--- config.mk ---
export PLATFORM = sky130hd
export DESIGN_NAME = vlsu_ax_gen
export DESIGN_NICKNAME = d
export VERILOG_FILES = /design/src/rtl/vlsu_ax_gen.sv
export SDC_FILE = /design/constraint.sdc
export NUM_CORES = 1
export LEC_CHECK = 0
export ABC_AREA = 1
export BUFFER_PORTS_ARGS = -buffer_cell sky130_fd_sc_hd__buf_4
export CAP_MARGIN = 20
export CORE_ASPECT_RATIO = 0.9
export CORE_UTILIZATION = 45
export CTS_CLUSTER_DIAMETER = 80
export DETAILED_ROUTE_END_ITERATION = 8
export PLACE_DENSITY = 0.72
export SLEW_MARGIN = 20
export SYNTH_ARGS = -nofsm -noshare
export SYNTH_HDL_FRONTEND = slang
export SYNTH_SLANG_ARGS = --single-unit
--- constraint.sdc ---
create_clock -name clk_i -period 3.9 [get_ports clk_i]
set_clock_uncertainty 0.05 [all_clocks]
set_input_delay 0.78 -clock clk_i [delete_from_list [all_inputs] [get_ports clk_i]]
set_output_delay 0.78 -clock clk_i [all_outputs]
set_load 0.05 [all_outputs]
--- src/rtl/vlsu_ax_gen.sv ---
// AXI4 address-beat generator for the VLSU: turns page-bounded transaction
// descriptors into single INCR beats on AR (loads) or AW (stores), holding one
// registered output slot and bounding the number of in-flight transactions
// per direction.
module vlsu_ax_gen #(
    parameter int unsigned AxiAddrWidth   = 64,
    parameter int unsigned AxiDataWidth   = 256,
    parameter int unsigned AxiIdWidth     = 4,
    parameter int unsigned AxiId          = 0,
    parameter int unsigned MaxOutstanding = 8
) (
    input  logic                    clk_i,
    input  logic                    rst_ni,
    input  logic                    txn_valid_i,
    output logic                    txn_ready_o,
    input  logic                    txn_is_load_i,
    input  logic [AxiAddrWidth:0]   txn_seg_base_i,
    input  logic [7:0]              txn_cnt_i,
    input  logic [7:0]              txn_num_i,
    input  logic [13:0]             txn_ltn_i,
    output logic                    ar_valid_o,
    input  logic                    ar_ready_i,
    output logic [AxiAddrWidth-1:0] ar_addr_o,
    output logic [7:0]              ar_len_o,
    output logic [2:0]              ar_size_o,
    output logic [1:0]              ar_burst_o,
    output logic [AxiIdWidth-1:0]   ar_id_o,
    output logic                    aw_valid_o,
    input  logic                    aw_ready_i,
    output logic [AxiAddrWidth-1:0] aw_addr_o,
    output logic [7:0]              aw_len_o,
    output logic [2:0]              aw_size_o,
    output logic [1:0]              aw_burst_o,
    output logic [AxiIdWidth-1:0]   aw_id_o,
    input  logic                    rd_done_i,
    input  logic                    wr_done_i,
    output logic [7:0]              rd_outstanding_o,
    output logic [7:0]              wr_outstanding_o,
    output logic                    idle_o
);

    localparam int unsigned BeatNibbles = AxiDataWidth / 4;
    localparam int unsigned BeatBits    = $clog2(BeatNibbles);
    localparam int unsigned PageWidth   = AxiAddrWidth - 12;
    localparam logic [2:0]  SizeVal     = 3'($clog2(AxiDataWidth / 8));
    localparam logic [7:0]  MaxOut      = 8'(MaxOutstanding);
    localparam logic [AxiIdWidth-1:0] IdVal = AxiIdWidth'(AxiId);

    logic                    valid_q, valid_d;
    logic                    is_load_q, is_load_d;
    logic [AxiAddrWidth-1:0] addr_q, addr_d;
    logic [7:0]              len_q, len_d;
    logic [7:0]              rd_cnt_q, rd_cnt_d;
    logic [7:0]              wr_cnt_q, wr_cnt_d;

    logic [PageWidth-1:0]    page_sum;
    logic [AxiAddrWidth:0]   start;
    logic [13:0]             start_off, end_off, nibbles;
    logic [BeatBits-1:0]     beat_off;
    logic [AxiAddrWidth-1:0] dec_addr;
    logic [7:0]              dec_len;
    logic                    fire, accept, rd_inc, wr_inc, rd_dec, wr_dec;
    logic [7:0]              cnt_dir;

    // Descriptor decode: nibble start/length into a beat-aligned byte burst.
    always_comb begin
        page_sum  = txn_seg_base_i[AxiAddrWidth:13] + PageWidth'(txn_cnt_i);
        start     = (txn_cnt_i == 8'd0) ? txn_seg_base_i : {page_sum, 13'b0};
        start_off = (txn_cnt_i == 8'd0) ? {1'b0, txn_seg_base_i[12:0]} : 14'd0;
        end_off   = (txn_cnt_i == txn_num_i) ? txn_ltn_i : 14'd8192;
        nibbles   = end_off - start_off;
        beat_off  = start[BeatBits-1:0];
        // Round the start down to a beat; the >>1 turns nibbles into bytes.
        dec_addr  = {start[AxiAddrWidth:BeatBits], {(BeatBits - 1){1'b0}}};
        dec_len   = 8'((15'(beat_off) + 15'(nibbles) - 15'd1) >> BeatBits);
    end

    // Handshake, slot next-state and outstanding counter next-state.
    always_comb begin
        fire        = valid_q & (is_load_q ? ar_ready_i : aw_ready_i);
        cnt_dir     = txn_is_load_i ? rd_cnt_q : wr_cnt_q;
        txn_ready_o = (!valid_q | fire) & (cnt_dir < MaxOut);
        accept      = txn_valid_i & txn_ready_o;

        valid_d   = valid_q;
        is_load_d = is_load_q;
        addr_d    = addr_q;
        len_d     = len_q;
        if (accept) begin
            valid_d   = 1'b1;
            is_load_d = txn_is_load_i;
            addr_d    = dec_addr;
            len_d     = dec_len;
        end else if (fire) begin
            valid_d = 1'b0;
        end

        rd_inc = accept & txn_is_load_i;
        wr_inc = accept & !txn_is_load_i;
        // Done pulses at zero are dropped so the counters saturate.
        rd_dec = rd_done_i & (rd_cnt_q != 8'd0);
        wr_dec = wr_done_i & (wr_cnt_q != 8'd0);

        rd_cnt_d = rd_cnt_q;
        if (rd_inc && !rd_dec) rd_cnt_d = rd_cnt_q + 8'd1;
        else if (rd_dec && !rd_inc) rd_cnt_d = rd_cnt_q - 8'd1;

        wr_cnt_d = wr_cnt_q;
        if (wr_inc && !wr_dec) wr_cnt_d = wr_cnt_q + 8'd1;
        else if (wr_dec && !wr_inc) wr_cnt_d = wr_cnt_q - 8'd1;
    end

    // State registers with synchronous active-low reset.
    always_ff @(posedge clk_i) begin
        if (!rst_ni) begin
            valid_q   <= 1'b0;
            is_load_q <= 1'b0;
            addr_q    <= '0;
            len_q     <= '0;
            rd_cnt_q  <= '0;
            wr_cnt_q  <= '0;
        end else begin
            valid_q   <= valid_d;
            is_load_q <= is_load_d;
            addr_q    <= addr_d;
            len_q     <= len_d;
            rd_cnt_q  <= rd_cnt_d;
            wr_cnt_q  <= wr_cnt_d;
        end
    end

    // Both channels share the slot fields; only the valids are steered.
    always_comb begin
        ar_valid_o       = valid_q & is_load_q;
        aw_valid_o       = valid_q & !is_load_q;
        ar_addr_o        = addr_q;
        aw_addr_o        = addr_q;
        ar_len_o         = len_q;
        aw_len_o         = len_q;
        ar_size_o        = SizeVal;
        aw_size_o        = SizeVal;
        ar_burst_o       = 2'b01;
        aw_burst_o       = 2'b01;
        ar_id_o          = IdVal;
        aw_id_o          = IdVal;
        rd_outstanding_o = rd_cnt_q;
        wr_outstanding_o = wr_cnt_q;
        idle_o           = !valid_q & (rd_cnt_q == 8'd0) & (wr_cnt_q == 8'd0);
    end

endmodule

==> metrics, run 1 <==
status=complete, no violations; DR DRC count=0; ant diodes=0; clock share of power=14.3%; fmax=roughly 0.29 GHz; Lkg Pwr=just over 5 nW; count of final setup violators=0; largest cells by area after synthesis=dfxtp_1, nand2_1, buf_4; Slew HR=~45%; Worst R2R Path Depth=18; Min-Delay Path Depth=2; syn avg cell area=6.24 um2; post-route ant nets=0; Total Power=6.12 mW; full die area=around 18000 um2; largest net degree at the start of global routing=74; Synth cell types=between 40 and 50; register area share after synthesis=between 20% and 30%; Most used DFF post-synth=dfxtp_1; worst stage delay on the critical path=about 370 ps; WL final=24.0 mm; Sinks on Clock Net=85; clock transition at the registers of the reported paths=70 ps; sequential share of power=22.8%; total I/O pin count=about 290; share of layout cells above drive strength 1=a little over a fifth; # Post-CTS Setup Buffers=0; critical path's slowest cell=ha_1; Mapped Cells=approximately 1200; # port buffers=250; Tightest Pin Transition=roughly 800 ps; first-pass GRT wire length=between 30 and 40 mm; crit path DAT=about 3600 ps; WL/cell=around 15 um; CTS Buf Count=9; crit path from=txn_cnt_i[7]; CP Data Required Time=a little over 4000 ps; die extent in x=about 140 um; Seq cells post-synth=85; Nets=about 1500; drt via density=5.05; Core ar.=between 15000 and 20000 um2; initial antenna violation count=0; area delta synth->final=21.9%; RSZ-0062 raised after global routing=false; post-synth top area share=between 20% and 30%; via count=a little over 8000; Worst setup EP type=flop; Final Hold Fails=0; H-tree depth=3; startpoint types=input port; Post-synth EDFFs=0; row count=44; Min-Delay Startpoint=ar_addr_o[18]; worst r2r src=rd_outstanding_o[4]; all-layer global routing usage=between 20% and 30%; worst r2r dst=wr_outstanding_o[7]; 1st-iter DRT viols=about 420; r2r setup slk=between 700 and 800 ps; Post-Route Setup TNS=0 ps; Pre-antenna DRT Iters=5; Critical Path Most Common Cell=nor2_1; Power Dens Cells=between 600 and 700 nW/um2; Max Cap Viol=0; HPWL after DPL=about 19 mm; vias in the first global route=~7300; synthesized area=~7700 um2; Initial Util=46.9%; final critical-path required period=roughly 3400 ps; grt total ovfl=0; Die H=126 um; Cell Int Power=2.74 mW; fraction of registers with async set/reset=0%; kind of critical path=in2reg; Switching Fraction=a little under three fifths; CTS tree=built; most common cell in the synthesized netlist=nand2_1; Clock Path Buffers=2; final RePlAce weighted congestion=0.987; crit-path cells=buf_4 > xnor2_1 > nand2_1 > nor2_1 > nand2_1 > nor2_1 > ha_1 > ha_1 > a21oi_1 > nor2_1 > nor2_1 > o21ai_0 > a21oi_1 > a21oi_1 > nor2_1 > nor2_1; synth cell count leaders=nand2_1, nor2_1, inv_1; end of the critical path=ar_len_o[7]; Clock Latency Late Sink=between 300 and 400 ps; Switching Power=approximately 3.4 mW; CTS Root Cell=clkbuf_16; Final period util=87.2%; Post-CTS Resized=0; CP max FO=10; cell type with the largest total area after synthesis=dfxtp_1; cts hold-fix bufs=0; combinational power share=62.9%; Hold Path Class=reg2reg; final-report max-slew violation count=0; worst vdd rail ir drop=between 0.3 and 0.4 mV; Ys Warns=0
==> power groups by stage <==
stage / logic, mW / clock network, mW / registers, mW
global placement: 3.81 / 0 / 1.41
floorplan: 2.24 / 0 / 2.20
finish: 3.85 / 0.876 / 1.39
CTS: 3.86 / 0.894 / 1.40
detailed placement: 3.84 / 0 / 1.41
global route: 4.14 / 0.926 / 1.43
==> worst min path at each step <==
| stage | end | slack (ps) |
|---|---|---|
| final | ar_addr_o[18] | 450 |
| after global routing | ar_addr_o[19] | 480 |
| after CTS | ar_addr_o[18] | 450 |
| after detailed placement | ar_addr_o[18] | 440 |
| after global placement | ar_addr_o[17] | 440 |
| after floorplan | is_load_q | 470 |
==> through the flow <==
stage | utilization, % | instances | cell area (um2) | worst slack (ps) | hold slack [ps]
3_3_place_gp | 55.4 | 1594 | 9090 | 184 | 439
5_1_grt | 57.2 | 1610 | 9390 | 220 | 481
3_5_place_dp | 55.4 | 1594 | 9090 | 142 | 442
2_1_floorplan | - | 1259 | 7800 | 615 | 466
4_1_cts | 57.2 | 1610 | 9390 | 522 | 452
6_report | 57.2 | 1610 | 9390 | 498 | 446
==> cell families (layout without fill, tap and decap cells) <==
group	count (synthesis)	after routing	share of synthesized area, %
AND/OR/NAND/NOR	614	614	34.9
buffers and inverters	278	422	18.8
flip-flops	85	85	22.1
other	2	28	0.0975
adder cells (fa/ha/maj)	43	43	7.28
AO/OA/AOI/OAI	164	164	11.5
XOR/XNOR	47	47	5.35
==> cell type report <==
type	count	area, um2
sequential	85	1700
multi-input combinational	896	4650
inverter	151	571
tap	207	259
clock buffer	9	225
timing repair buffer	255	1910
clock inverter	7	65.1
fill	1705	7020
==> cell usage in the layout (no fill, tap or decap), drive strengths merged <==
cell / Yosys / layout
a211oi: 3 / 3
a21o: 3 / 3
a21oi: 63 / 63
a221oi: 1 / 1
a31oi: 4 / 4
and2: 1 / 1
and3: 2 / 2
buf: 112 / 255
clkbuf: 15 / 9
clkinv: 0 / 2
clkinvlp: 0 / 2
conb: 2 / 28
dfxtp: 85 / 85
fa: 3 / 3
ha: 40 / 40
inv: 151 / 154
nand2: 286 / 286
nand3: 73 / 73
nand3b: 4 / 4
nand4: 27 / 27
nor2: 184 / 184
nor3: 33 / 33
nor3b: 1 / 1
o211ai: 9 / 9
o21ai: 79 / 79
o21bai: 2 / 2
or2: 2 / 2
or4: 1 / 1
xnor2: 12 / 12
xor2: 35 / 35
==> routing by layer <==
layer,routed length (um),vias to the layer above,global-route usage [%]
li1,-,4169,-
met1,11000,3680,35.1
met2,11200,262,46.2
met3,1490,18,5.51
met4,250,0,5.43
met5,0,-,0
==> critical path: cells and delay by family <==
kind,cells,cell delay (ps)
simple gates,8,1210
compound gates,4,690
fa+ha+maj,2,640
xor+xnor,1,150
buf+inv,1,130
==> registers in the layout (all words and copies together), names as in the netlist <==
| signal | count |
|---|---|
| ar_len_o | 8 |
| ar_addr_o | 59 |
| is_load_q | 1 |
| valid_q | 1 |
| wr_outstanding_o | 8 |
| rd_outstanding_o | 8 |
No activity file was read; power rests on OpenSTA's default activity.
==> inputs of run 2 (changes only) <==
Settings changed: SETUP_SLACK_MARGIN from default to 0.3.
Clock period 3.9 ns to 3.15 ns, I/O delays scaled along.
==> run 2 against run 1 <==
Against the previous run:
- clock power grew 48%
- global-route usage shrank 1.1 points
- final area grew 7.7%
- final cell count grew 2.7%
- critical path depth grew 1
- clock-buffer cell count grew 2
- utilization grew 4.4 points
- sequential share of layout area shrank 1.1 points
- critical path type unchanged
- critical endpoint is now ar_len_o[5]
==> metrics, run 2 (synthesis results as in run 1) <==
status=complete, no violations; clock transition at the registers of the reported paths=70 ps; Pre-antenna DRT Iters=6; Clock Latency Late Sink=between 300 and 400 ps; final critical-path required period=approximately 2700 ps; Sinks on Clock Net=85; initial antenna violation count=0; placed cell count=roughly 1600; HPWL after DPL=18.8 mm; WHS=454 ps; full die area=between 15000 and 20000 um2; Max Cap Viol=0; WL final=between 20 and 25 mm; first-pass GRT wire length=about 36 mm; Post-Route Setup TNS=0 ps; total I/O pin count=approximately 290; Min-Delay Startpoint=ar_addr_o[18]; leading cell type in the layout, fill and taps excluded=buf_4; share of layout cells above drive strength 1=28.0%; H-tree depth=3; post-layout instance area=approximately 10000 um2; Worst setup EP type=flop; die extent in x=140 um; Die H=between 100 and 150 um; kind of critical path=in2reg; CP max FO=5; CTS Buf Count=9; fmax=~0.37 GHz; Hold EP=ar_addr_o[18]; all-layer global routing usage=between 20% and 30%; most frequent cells in the layout=buf_4, nand2_1, nor2_1; area of the multi-input gates=4930 um2; Initial Util=between 40% and 50%; r2r setup slk=around 480 ps; Clock Path Buffers=2; startpoint types=input port; area delta synth->final=31.2%; DR DRC count=0; 1st-iter DRT viols=around 470; final RePlAce weighted congestion=between 0.9 and 1; Nets=1587; WL/cell=around 14 um; Final period util=a little under nine tenths; cts hold-fix bufs=0; drt via density=~5; worst r2r src=rd_outstanding_o[5]; Power Dens Cells=801 nW/um2; # port buffers=250; max FFs per register=59; via count=8277; worst r2r dst=rd_outstanding_o[6]; Lkg Pwr=5.34 nW; Min-Delay Path Depth=2; cell area after placement=9520 um2; crit path DAT=between 2000 and 3000 ps; RSZ-0062 raised after global routing=true; ant diodes=0; post-route ant nets=0; fill cell count=1585; CTS tree=built; worst vdd rail ir drop=around 0.35 mV; CTS Root Cell=clkbuf_16; Worst R2R Path Depth=15; Non-Filler Instances=around 1700; final-report max-slew violation count=0; largest net degree at the start of global routing=77; row count=44; Final Hold Fails=0; Tightest Pin Transition=~830 ps; Slew HR=44.4%; count of final setup violators=0; Core ar.=roughly 16000 um2; CP Data Required Time=3350 ps; register area=roughly 1700 um2; Hold Path Class=reg2reg; grt total ovfl=0; vias in the first global route=roughly 7300
[run 2: cell count changes in the layout (fill, tap and decap cells not counted), sizes merged]
| cell | before | now |
|---|---|---|
| inv | 154 | 151 |
| bufinv | 0 | 3 |
| buf | 255 | 298 |
| clkbuf | 9 | 11 |
| clkinvlp | 2 | 0 |
[run 2: what timing repair did]
action / CTS / global route
endpoints found under the setup margin: 3 / 13
buffers inserted: 0 / 2
pin swaps: 0 / 15
hold endpoints to repair: 0 / 0
resized for setup: 2 / 42
[run 2: critical path, stage by stage]
cell	delay, ps
buf_4	120
buf_4	130
nor2_1	70
nand2_1	100
nor2_4	130
buf_4	150
nand2_1	90
ha_1	350
ha_4	310
nand2_1	70
nor2_1	190
buf_4	140
nand4_1	110
nand3_1	110
nand3_1	80
nand2_1	70
inv_1	30
[run 2: metal layers]
metal | vias up | routed length [um] | global-route usage (%)
met5 | - | 0 | 0
li1 | 4236 | - | -
met3 | 25 | 1570 | 4.22
met1 | 3716 | 10500 | 33.7
met4 | 0 | 285 | 6.27
met2 | 300 | 11200 | 44.6
[run 2: worst max path at each step]
stage	start	to	slack (ps)
2_1_floorplan	aw_ready_i	rd_outstanding_o[7]	300
3_3_place_gp	txn_cnt_i[6]	ar_len_o[5]	-70
3_5_place_dp	txn_cnt_i[6]	ar_len_o[6]	-70
4_1_cts	txn_cnt_i[6]	ar_len_o[6]	320
5_1_grt	txn_cnt_i[7]	ar_len_o[5]	250
6_report	txn_cnt_i[6]	ar_len_o[5]	460
[run 2: cell type report]
type / instances / area share (%)
Multi-Input combinational cell: 896 / 48.7
Timing Repair Buffer: 298 / 22.4
Sequential cell: 85 / 17.0
Inverter: 151 / 5.74
Tap cell: 207 / 2.56
Clock buffer: 11 / 2.50
Clock inverter: 5 / 1.03
[run 2: power breakdown]
group / leakage (nW) / switching (mW) / internal [mW]
combinational: 4.46 / 3.42 / 1.64
clock: 0.176 / 0.478 / 0.821
sequential: 0.705 / 0.325 / 1.42
[run 2: through the flow]
| stage | util, % | setup slack [ps] | total power [mW] |
|---|---|---|---|
| after detailed placement | 58.0 | -69.2 | 6.66 |
| after global placement | 58.0 | -75.0 | 6.62 |
| after floorplan | - | 301 | 5.60 |
| after global routing | 61.6 | 249 | 8.55 |
| final | 61.6 | 457 | 8.10 |
| after CTS | 60.2 | 323 | 7.98 |
